--- config.mk ---
export PLATFORM = sky130hd
export DESIGN_NAME = fp_adder
export DESIGN_NICKNAME = d
export VERILOG_FILES = /design/src/rtl/fp_adder.sv
export SDC_FILE = /design/constraint.sdc
export NUM_CORES = 1
export LEC_CHECK = 0
export CORE_UTILIZATION = 60
export DETAILED_ROUTE_END_ITERATION = 6
export DONT_BUFFER_PORTS = 1
export GPL_ROUTABILITY_DRIVEN = 0
export PLACE_DENSITY_LB_ADDON = 0.3
export SLEW_MARGIN = 20
export SYNTH_ARGS = -nofsm -noshare
export SYNTH_HDL_FRONTEND = slang
export SYNTH_SLANG_ARGS = --single-unit
--- constraint.sdc ---
create_clock -name clk -period 8.15 [get_ports clk]
set_input_delay 1.63 -clock clk [delete_from_list [all_inputs] [get_ports clk]]
set_output_delay 1.63 -clock clk [all_outputs]
set_load 0.01 [all_outputs]
--- src/rtl/fp_adder.sv ---
`default_nettype none
// ============================================================================
// Module      : fp_adder
// Description : Three-stage pipelined IEEE-754 binary32 adder. Denormals are
//               flushed to zero. Truncating by default; defining
//               FP_ADDER_ROUND_NEAREST_EN selects round-to-nearest-even.
//               Latency: operands sampled at edge k appear after edge k+2.
// Revision    : 1.0 - initial release
// ============================================================================
module fp_adder (
   input  logic        clk,
   input  logic        rst,
   input  logic        enable,
   input  logic [31:0] N1,
   input  logic [31:0] N2,
   input  logic        valid,
   output logic [31:0] result
);

   localparam logic [31:0] QNAN_VAL = 32'h7FC0_0000;

   // ---------------- stage 0 (combinational) ----------------
   logic        a_nan, b_nan, a_inf, b_inf, a_zero, b_zero, a_big;
   logic [31:0] x_op, y_op;
   logic [7:0]  exp_diff;
   logic [4:0]  shamt;
   logic [53:0] align;
   logic        spec_d, sign_d, sub_d;
   logic [31:0] spec_val_d;
   logic [7:0]  exp_d;
   logic [26:0] mx_d, my_d;

   // ---------------- stage 1 registers ----------------
   logic        v1_q, spec1_q, sign1_q, sub1_q;
   logic [31:0] spec_val1_q;
   logic [7:0]  exp1_q;
   logic [26:0] mx1_q, my1_q;

   // ---------------- stage 2 ----------------
   logic [27:0] sum_d;
   logic        v2_q, spec2_q, sign2_q, sub2_q;
   logic [31:0] spec_val2_q;
   logic [7:0]  exp2_q;
   logic [27:0] sum2_q;

   // ---------------- stage 3 ----------------
   logic [4:0]  lzc;
   logic [26:0] norm_m;
   logic [9:0]  norm_e, fin_e;
   logic        round_up, underflow, overflow;
   logic [24:0] rnd_m;
   logic [22:0] fin_frac;
   logic [31:0] result_d, result_q;

   // Classify operands, pick special-case results, order by magnitude, align Y
   always_comb begin
      a_nan  = (N1[30:23] == 8'hFF) && (N1[22:0] != 23'd0);
      b_nan  = (N2[30:23] == 8'hFF) && (N2[22:0] != 23'd0);
      a_inf  = (N1[30:23] == 8'hFF) && (N1[22:0] == 23'd0);
      b_inf  = (N2[30:23] == 8'hFF) && (N2[22:0] == 23'd0);
      a_zero = (N1[30:23] == 8'd0);
      b_zero = (N2[30:23] == 8'd0);
      // exponent is the upper field, so a plain compare orders exp then mantissa
      a_big  = (N1[30:0] >= N2[30:0]);

      spec_d     = 1'b1;
      spec_val_d = 32'd0;
      if (a_nan || b_nan)          spec_val_d = QNAN_VAL;
      else if (a_inf && b_inf)     spec_val_d = (N1[31] != N2[31]) ? QNAN_VAL : N1;
      else if (a_inf)              spec_val_d = N1;
      else if (b_inf)              spec_val_d = N2;
      else if (a_zero && b_zero)   spec_val_d = 32'd0;
      else if (a_zero)             spec_val_d = N2;
      else if (b_zero)             spec_val_d = N1;
      else                         spec_d     = 1'b0;

      x_op     = a_big ? N1 : N2;
      y_op     = a_big ? N2 : N1;
      exp_diff = x_op[30:23] - y_op[30:23];
      shamt    = (exp_diff > 8'd27) ? 5'd27 : exp_diff[4:0];
      // 24-bit mantissa, 3 GRS bits, then 27 bits of catch area for the sticky
      align    = {1'b1, y_op[22:0], 30'd0} >> shamt;

      sign_d = x_op[31];
      sub_d  = x_op[31] ^ y_op[31];
      exp_d  = x_op[30:23];
      mx_d   = {1'b1, x_op[22:0], 3'b000};
      my_d   = {align[53:28], align[27] | (|align[26:0])};
   end

   // Stage 1: capture unpacked, ordered and aligned operands
   always_ff @(posedge clk or posedge rst) begin
      if (rst) begin
         v1_q        <= 1'b0;
         spec1_q     <= 1'b0;
         spec_val1_q <= '0;
         sign1_q     <= 1'b0;
         sub1_q      <= 1'b0;
         exp1_q      <= '0;
         mx1_q       <= '0;
         my1_q       <= '0;
      end else if (enable) begin
         v1_q        <= valid;
         spec1_q     <= spec_d;
         spec_val1_q <= spec_val_d;
         sign1_q     <= sign_d;
         sub1_q      <= sub_d;
         exp1_q      <= exp_d;
         mx1_q       <= mx_d;
         my1_q       <= my_d;
      end
   end

   // Mantissa add or subtract; X >= Y so subtraction never goes negative
   always_comb begin
      if (sub1_q) sum_d = {1'b0, mx1_q} - {1'b0, my1_q};
      else        sum_d = {1'b0, mx1_q} + {1'b0, my1_q};
   end

   // Stage 2: capture the raw sum with its exponent and sign
   always_ff @(posedge clk or posedge rst) begin
      if (rst) begin
         v2_q        <= 1'b0;
         spec2_q     <= 1'b0;
         spec_val2_q <= '0;
         sign2_q     <= 1'b0;
         sub2_q      <= 1'b0;
         exp2_q      <= '0;
         sum2_q      <= '0;
      end else if (enable) begin
         v2_q        <= v1_q;
         spec2_q     <= spec1_q;
         spec_val2_q <= spec_val1_q;
         sign2_q     <= sign1_q;
         sub2_q      <= sub1_q;
         exp2_q      <= exp1_q;
         sum2_q      <= sum_d;
      end
   end

   // Normalize, round, and resolve zero / underflow / overflow
   always_comb begin
      lzc = 5'd0;
      for (int i = 0; i < 27; i++) begin
         if (sum2_q[i]) lzc = 5'(26 - i);
      end

      if (!sub2_q && sum2_q[27]) begin
         norm_m = {sum2_q[27:2], sum2_q[1] | sum2_q[0]};
         norm_e = {2'b00, exp2_q} + 10'd1;
      end else if (!sub2_q) begin
         norm_m = sum2_q[26:0];
         norm_e = {2'b00, exp2_q};
      end else begin
         norm_m = sum2_q[26:0] << lzc;
         norm_e = {2'b00, exp2_q} - {5'd0, lzc};
      end

`ifdef FP_ADDER_ROUND_NEAREST_EN
      round_up = norm_m[2] & (norm_m[1] | norm_m[0] | norm_m[3]);
`else
      round_up = 1'b0;
`endif
      rnd_m = {1'b0, norm_m[26:3]} + {24'd0, round_up};
      if (rnd_m[24]) begin
         fin_frac = rnd_m[23:1];
         fin_e    = norm_e + 10'd1;
      end else begin
         fin_frac = rnd_m[22:0];
         fin_e    = norm_e;
      end

      // norm_e wraps to a large value with bit 9 set when it goes negative
      underflow = norm_e[9] || (norm_e == 10'd0);
      overflow  = !fin_e[9] && (fin_e >= 10'd255);

      if (spec2_q)                 result_d = spec_val2_q;
      else if (norm_m == 27'd0)    result_d = 32'd0;
      else if (underflow)          result_d = {sign2_q, 31'd0};
      else if (overflow)           result_d = {sign2_q, 8'hFF, 23'd0};
      else                         result_d = {sign2_q, fin_e[7:0], fin_frac};
   end

   // Stage 3: commit the result for valid slots only
   always_ff @(posedge clk or posedge rst) begin
      if (rst)                  result_q <= '0;
      else if (enable && v2_q)  result_q <= result_d;
   end

   assign result = result_q;

endmodule
`default_nettype wire

==> run metrics, run 1 <==
Synth cell types 90; Critical Path Source Type primary input; mux contribution to synthesized area 0.118; Synth Area in Adders 0.0708; Area Growth Syn to Fin 4.40%; commonest non-fill, non-tap cell in the layout nor2_1; crit-path cells inv_1, ha_1, and2_1, nand2_1, nor3_1, o21ai_1, a211o_1, o21ai_1, inv_1, ha_1, o31ai_2, a21bo_2, a21oi_1, a31o_1, or4_1, mux2i_1, a211oi_1, or3_1, o21ai_0, or4_1, o31ai_1, a22oi_1; DPL Wire Length 36400 um; top cell type by total area after synthesis dfrtp_1; Synth top area share 0.309; gr usage total 0.353; H-Tree Level Count 4; share of post-route cells with drive strength above 1 0.0903; endpoints failing hold 0; ys async rst share 1.00; Cells after Synth 1927; Synth Flop Type dfrtp_1; Leakage 7.33 nW; FMAX 142 MHz; Die Y 166 um; DRT iter0 DRCs 2406; Final Non-Filler Cells 2185; XOR/XNOR share of the synthesized area 0.0217; Final Skew 0.0182 ns; actual slew at the worst max-slew pin 1.09 ns; Compound-Gate Fraction of Synth Area 0.262; Reg area 4980 um^2; Fill cells 2165; area of the multi-input gates 10200 um^2; failing checks DRC; Final Slew Violations 0; HP Class register to register; vias in the first global route 13918; global-route wire length before repair 77300 um; initial antenna violation count 1; vias per cell 7.04; number of cells after detailed placement 2154; largest family of logic cells by synthesized area compound AO/OA/AOI/OAI gates; warnings from Yosys 0; Final #Nets 1996; Critical Path Sink Type register; Worst-Skew Late Latency 0.44 ns; CP max-delay cell or4_1; total die area 27500 um^2; final setup fails 0; CTS max path bufs 2; worst-case headroom to the max-slew limit 0.273; clock transition at the registers of the reported paths 0.07 ns; WP buf/inv 2; RSZ-0062 raised after global routing no; CP Class primary input to register; initial core utilization 0.615; Total Routed Length 49300 um; Fin Setup TNS 0 ns; Post-CTS Setup Bufs 0; number of I/O pins 100; GRT overflow 0; CP peak stage delay 1.01 ns; Detail Route Antenna Nets 0; port bufs 0; CP Data Arrival Time 7.31 ns; syn avg cell area 8.36 um^2; post-CTS sizing 0; clock tree sinks 199; EDFF count, synth 0; Crit path required time 8.43 ns; syn_nets 2085; commonest non-fill, non-tap cells in the layout nor2_1, dfrtp_1, a21oi_1; min Tclk post-route 7.03 ns; Post-Syn Area 16100 um^2; Post-Synth Simple-Gate Area 0.159; Pre-antenna DRT Iters 7; sequential area share after synthesis 0.309; critical path fanouts, max 26; count of state elements after synthesis 199; TritonCTS buffer count 17; largest net degree at the start of global routing 199; TritonCTS clock tree built; Hold Buf Count CTS 0; Root Buffer clkbuf_16; CP top delay family simple AND/OR/NAND/NOR gates; DRC Markers 7; status finished, violations left; Rows 59; PD cells 247 nW/um^2; via count 15372; Period Utilization, post-route 0.863; maximum vdd drop 0.000156 V; diode count 0; Max-Cap Viols 0; wire length per cell 22.5 um; core area 26200 um^2; largest cells by area after synthesis dfrtp_1, ha_1, mux2i_1, mux2_2, a21oi_1; Die X 166 um
==> logic make-up after synthesis <==
group | count (synthesis)
AO/OA/AOI/OAI | 629
AND/OR/NAND/NOR | 547
buffers and inverters | 244
flip-flops | 199
multiplexers | 178
adder cells (fa/ha/maj) | 90
XOR/XNOR | 40
==> cell usage after synthesis, drive strengths merged (17+ instances only) <==
cell     instances
inv            109
nand4           22
mux2            80
buf             30
xnor2           26
a211oi          30
o31ai           17
o2bb2ai         26
mux2i           97
nor3            40
o22ai           22
a31oi           21
a211o           21
o21ai          119
nor2b           26
nor4            27
nor2           213
ha              88
a21oi          179
dfrtp          199
nand2          124
a221oi          37
clkbuf         103
nand3           28
a21o            19
==> through the flow <==
| stage | hold WS [ns] | power (mW) | util | instance area, um^2 | setup slack, ns |
|---|---|---|---|---|---|
| 6_report | 0.495 | 4.16 | 0.642 | 16800 | 1.12 |
| 4_1_cts | 0.491 | 4.10 | 0.642 | 16800 | 1.22 |
| 2_1_floorplan | 0.449 | 2.76 | - | 16100 | 1.09 |
| 5_1_grt | 0.508 | 4.38 | 0.642 | 16800 | 0.701 |
| 3_3_place_gp | 0.468 | 3.15 | 0.618 | 16200 | 0.976 |
| 3_5_place_dp | 0.467 | 3.20 | 0.618 | 16200 | 0.772 |
==> routing by layer <==
metal	share of wire	GRT usage
met1	0.42	0.495
met2	0.43	0.517
met3	0.10	0.0763
met4	0.050	0.175
met5	0.00026	0
==> path summary, 6_finish.rpt <==
kind	start	to	slack, ns	cells past startpoint
min	spec_val1_q[9]$_DFFE_PP0P_	spec_val1_q[9]$_DFFE_PP0P_	0.50	1
max	N2[29]	my1_q[0]$_DFFE_PP0P_	1.12	22
max in group asynchronous	rst	mx1_q[24]$_DFFE_PP0P_	5.52	2
max reg2reg	sum2_q[1]$_DFFE_PP0P_	result[24]$_DFFE_PP0P_	2.37	18
min reg2reg	spec_val1_q[9]$_DFFE_PP0P_	spec_val1_q[9]$_DFFE_PP0P_	0.50	1
min in group asynchronous	rst	sum2_q[20]$_DFFE_PP0P_	1.23	1
==> registers in the layout, indices dropped and copies added, names as in the netlist <==
signal	count
exp2_q	8
sign1_q	1
v1_q	1
sub1_q	1
mx1_q	24
sign2_q	1
v2_q	1
spec_val1_q	32
result	32
spec1_q	1
exp1_q	8
sub2_q	1
spec2_q	1
my1_q	27
sum2_q	28
spec_val2_q	32
==> final cells by class <==
type                       instances  area share
clock buffer                      17      0.0253
multi-input combinational       1484       0.605
inverter                         111      0.0252
timing repair buffer              25      0.0112
clock inverter                    14      0.0124
sequential                       199       0.296
tap                              335      0.0249
==> report_power, final <==
| part | switching, mW | internal (mW) | leakage, nW |
|---|---|---|---|
| clock network | 0.416 | 0.471 | 0.307 |
| registers | 0.276 | 1.16 | 2.50 |
| logic | 1.10 | 0.732 | 4.53 |
| total | 1.79 | 2.37 | 7.33 |
No activity file was read; power rests on OpenSTA's default activity.
==> run 2: changes to the inputs <==
--- a/config.mk
+++ b/config.mk
@@ -5,7 +5,7 @@
 export SDC_FILE = /design/constraint.sdc
 export NUM_CORES = 1
 export LEC_CHECK = 0
-export CORE_UTILIZATION = 60
+export CORE_UTILIZATION = 40
 export DETAILED_ROUTE_END_ITERATION = 6
 export DONT_BUFFER_PORTS = 1
 export GPL_ROUTABILITY_DRIVEN = 0
==> run 2 against run 1 <==
Compared with the run above: the flow now finishes without violations; cell count grew 8.7%; critical path depth is the same; non-clock buffer count rose by 1; maximum frequency decreased by 0.34%; design area up 1.2%; register-to-register slack gained 0.07 ns; total power is 1.0% lower; hold slack worse by 0.0028 ns; clock power down 3.6%; critical endpoint unchanged; highest routed layer unchanged.
==> run metrics, run 2 (synthesis gave the netlist of run 1 again) <==
pre-CTS setup slack 0.772 ns (-0.000146 ns); actual slew at the worst max-slew pin 1.07 ns (-0.0187 ns); Worst-Skew Late Latency 0.45 ns (about the same); combinational share of power 0.444 (+0.003); HP Class register to register; FMAX 142 MHz (-0.34%); clock transition at the registers of the reported paths 0.07 ns (about the same); TritonCTS buffer count 17 (unchanged); Critical Path Source Type primary input; Period Utilization, post-route 0.866 (+0.00291); CP Data Arrival Time 7.35 ns (+0.04 ns); Final Skew 0.0153 ns (-0.00285 ns); CP top delay family simple AND/OR/NAND/NOR gates; Leakage 7.31 nW (-0.27%); commonest non-fill, non-tap cells in the layout nor2_1, dfrtp_1, a21oi_1; CP max-delay cell or4_1; gr usage total 0.246 (-0.107); DRC Markers 0 (-7); endpoints failing hold 0 (unchanged); commonest non-fill, non-tap cell in the layout nor2_1; CTS max path bufs 2 (unchanged); internal power 2.34 mW (-1.3%); vias in the first global route 13694 (-1.6%); status complete, no violations; Critical Path Sink Type register; Rows 73 (+24%); Die X 203 um (+22%); TritonCTS clock tree built; Finished Cell Area 17000 um^2 (+1.2%); largest net degree at the start of global routing 199 (unchanged); crit-path cells inv_1, ha_1, and2_1, nand2_1, nor3_1, o21ai_1, a211o_1, o21ai_1, inv_1, ha_1, o31ai_2, a21bo_2, a21oi_1, a31o_1, or4_1, mux2i_1, a211oi_1, or3_1, o21ai_0, or4_1, o31ai_1, a22oi_1; global-route wire length before repair 79900 um (+3.3%); area of the multi-input gates 10200 um^2 (unchanged); R2R Setup Slk 2.44 ns (+0.07 ns); number of I/O pins 100 (unchanged); fin worst setup slack 1.09 ns (-0.0237 ns); Reg power frac 0.349 (+0.003); DRT iter0 DRCs 1733 (-28%); Clock power frac 0.208 (-0.005); Total Routed Length 51300 um (+4.1%); initial core utilization 0.406 (-0.209); Root Buffer clkbuf_16; min Tclk post-route 7.06 ns (+0.0237 ns); vias per cell 6.30 (-10%); wire length per cell 21.6 um (-4.3%); Max-Cap Viols 0 (unchanged); Final Non-Filler Cells 2376 (+8.7%); number of cells after detailed placement 2345 (+8.9%); Fin Setup TNS 0 ns (unchanged); initial antenna violation count 2 (+1); via count 14976 (-2.6%); Post-CTS Setup Bufs 0 (unchanged); Final Slew Violations 0 (unchanged); P_sw 1.78 mW (-0.64%); post-CTS sizing 0 (unchanged); core area 39700 um^2 (+52%); Area after DPL 16400 um^2 (+1.5%); switching part of the total power 0.433 (+0.00156); Detail Route Antenna Nets 0 (unchanged); RSZ-0062 raised after global routing no; HP Start spec_val1_q[13]$_DFFE_PP0P_; Area Growth Syn to Fin 5.61%; worst reg2reg path startpoint sum2_q[1]$_DFFE_PP0P_; GRT overflow 0 (unchanged); port bufs 0 (unchanged); CP peak stage delay 0.99 ns (-0.02 ns); worst-case headroom to the max-slew limit 0.285 (+0.0124); Die Y 203 um (+22%); PD cells 242 nW/um^2 (-2.1%); Reg area 4980 um^2 (unchanged); Pre-antenna DRT Iters 7 (unchanged); Critical Path Start N2[29]; maximum vdd drop 0.000140 V (-10%); final setup fails 0 (unchanged); share of post-route cells with drive strength above 1 0.0902 (about the same); critical path fanouts, max 24 (-7.7%); DPL Wire Length 39100 um (+7.2%); total die area 41100 um^2 (+49%); clock tree sinks 199 (unchanged); CP Class primary input to register; Final #Nets 1997 (+0.050%); Hold Buf Count CTS 0 (unchanged); H-Tree Level Count 4 (unchanged); Fill cells 3970 (+83%); Crit path required time 8.44 ns (about the same); WP buf/inv 2 (unchanged); diode count 0 (unchanged)
## run 2: cell types whose count changed in the layout (fill, tap and decap cells not counted), sizes merged
cell      change
buf           +1
bufinv        -1
clkbuf        +2
clkinv        -3
clkinvlp      +1
inv           +1
## run 2: layout make-up
class	count	share of cell area
multi-input combinational	1484	0.598
clock inverter	12	0.00802
timing repair buffer	26	0.0117
clock buffer	19	0.0260
sequential	199	0.293
inverter	111	0.0249
tap	525	0.0386
## run 2: worst paths after layout
check,endpoint,cells past startpoint
setup / recovery,my1_q[0]$_DFFE_PP0P_,22
hold / removal,spec_val1_q[13]$_DFFE_PP0P_,1
setup reg to reg,result[29]$_DFFE_PP0P_,18
hold reg to reg,spec_val1_q[13]$_DFFE_PP0P_,1
max in group asynchronous,spec_val1_q[11]$_DFFE_PP0P_,2
min in group asynchronous,result[15]$_DFFE_PP0P_,1
## run 2: metrics by stage
stage          power (mW)  utilization  hold WS [ns]
2_1_floorplan        2.76            -         0.449
3_3_place_gp         3.20        0.414         0.466
3_5_place_dp         3.23        0.414         0.469
4_1_cts              4.09        0.428         0.487
5_1_grt              4.37        0.428         0.496
6_report             4.12        0.428         0.493
## run 2: power by group through the flow
stage                     clock network [mW]  logic, mW  registers (mW)
after CTS                              0.867       1.79            1.43
final                                  0.855       1.83            1.44
after floorplan                            0       1.44            1.32
after global placement                     0       1.75            1.45
after global routing                   0.909       2.00            1.47
after detailed placement                   0       1.78            1.45
## run 2: metal layers
layer  global-route usage  routed length, um  vias up
met5                    0                 17        -
met4               0.0854               1650        2
met3               0.0517               4500      118
met2                0.351              21100      700
met1                0.365              24000     7230
li1                     -                  -     6926
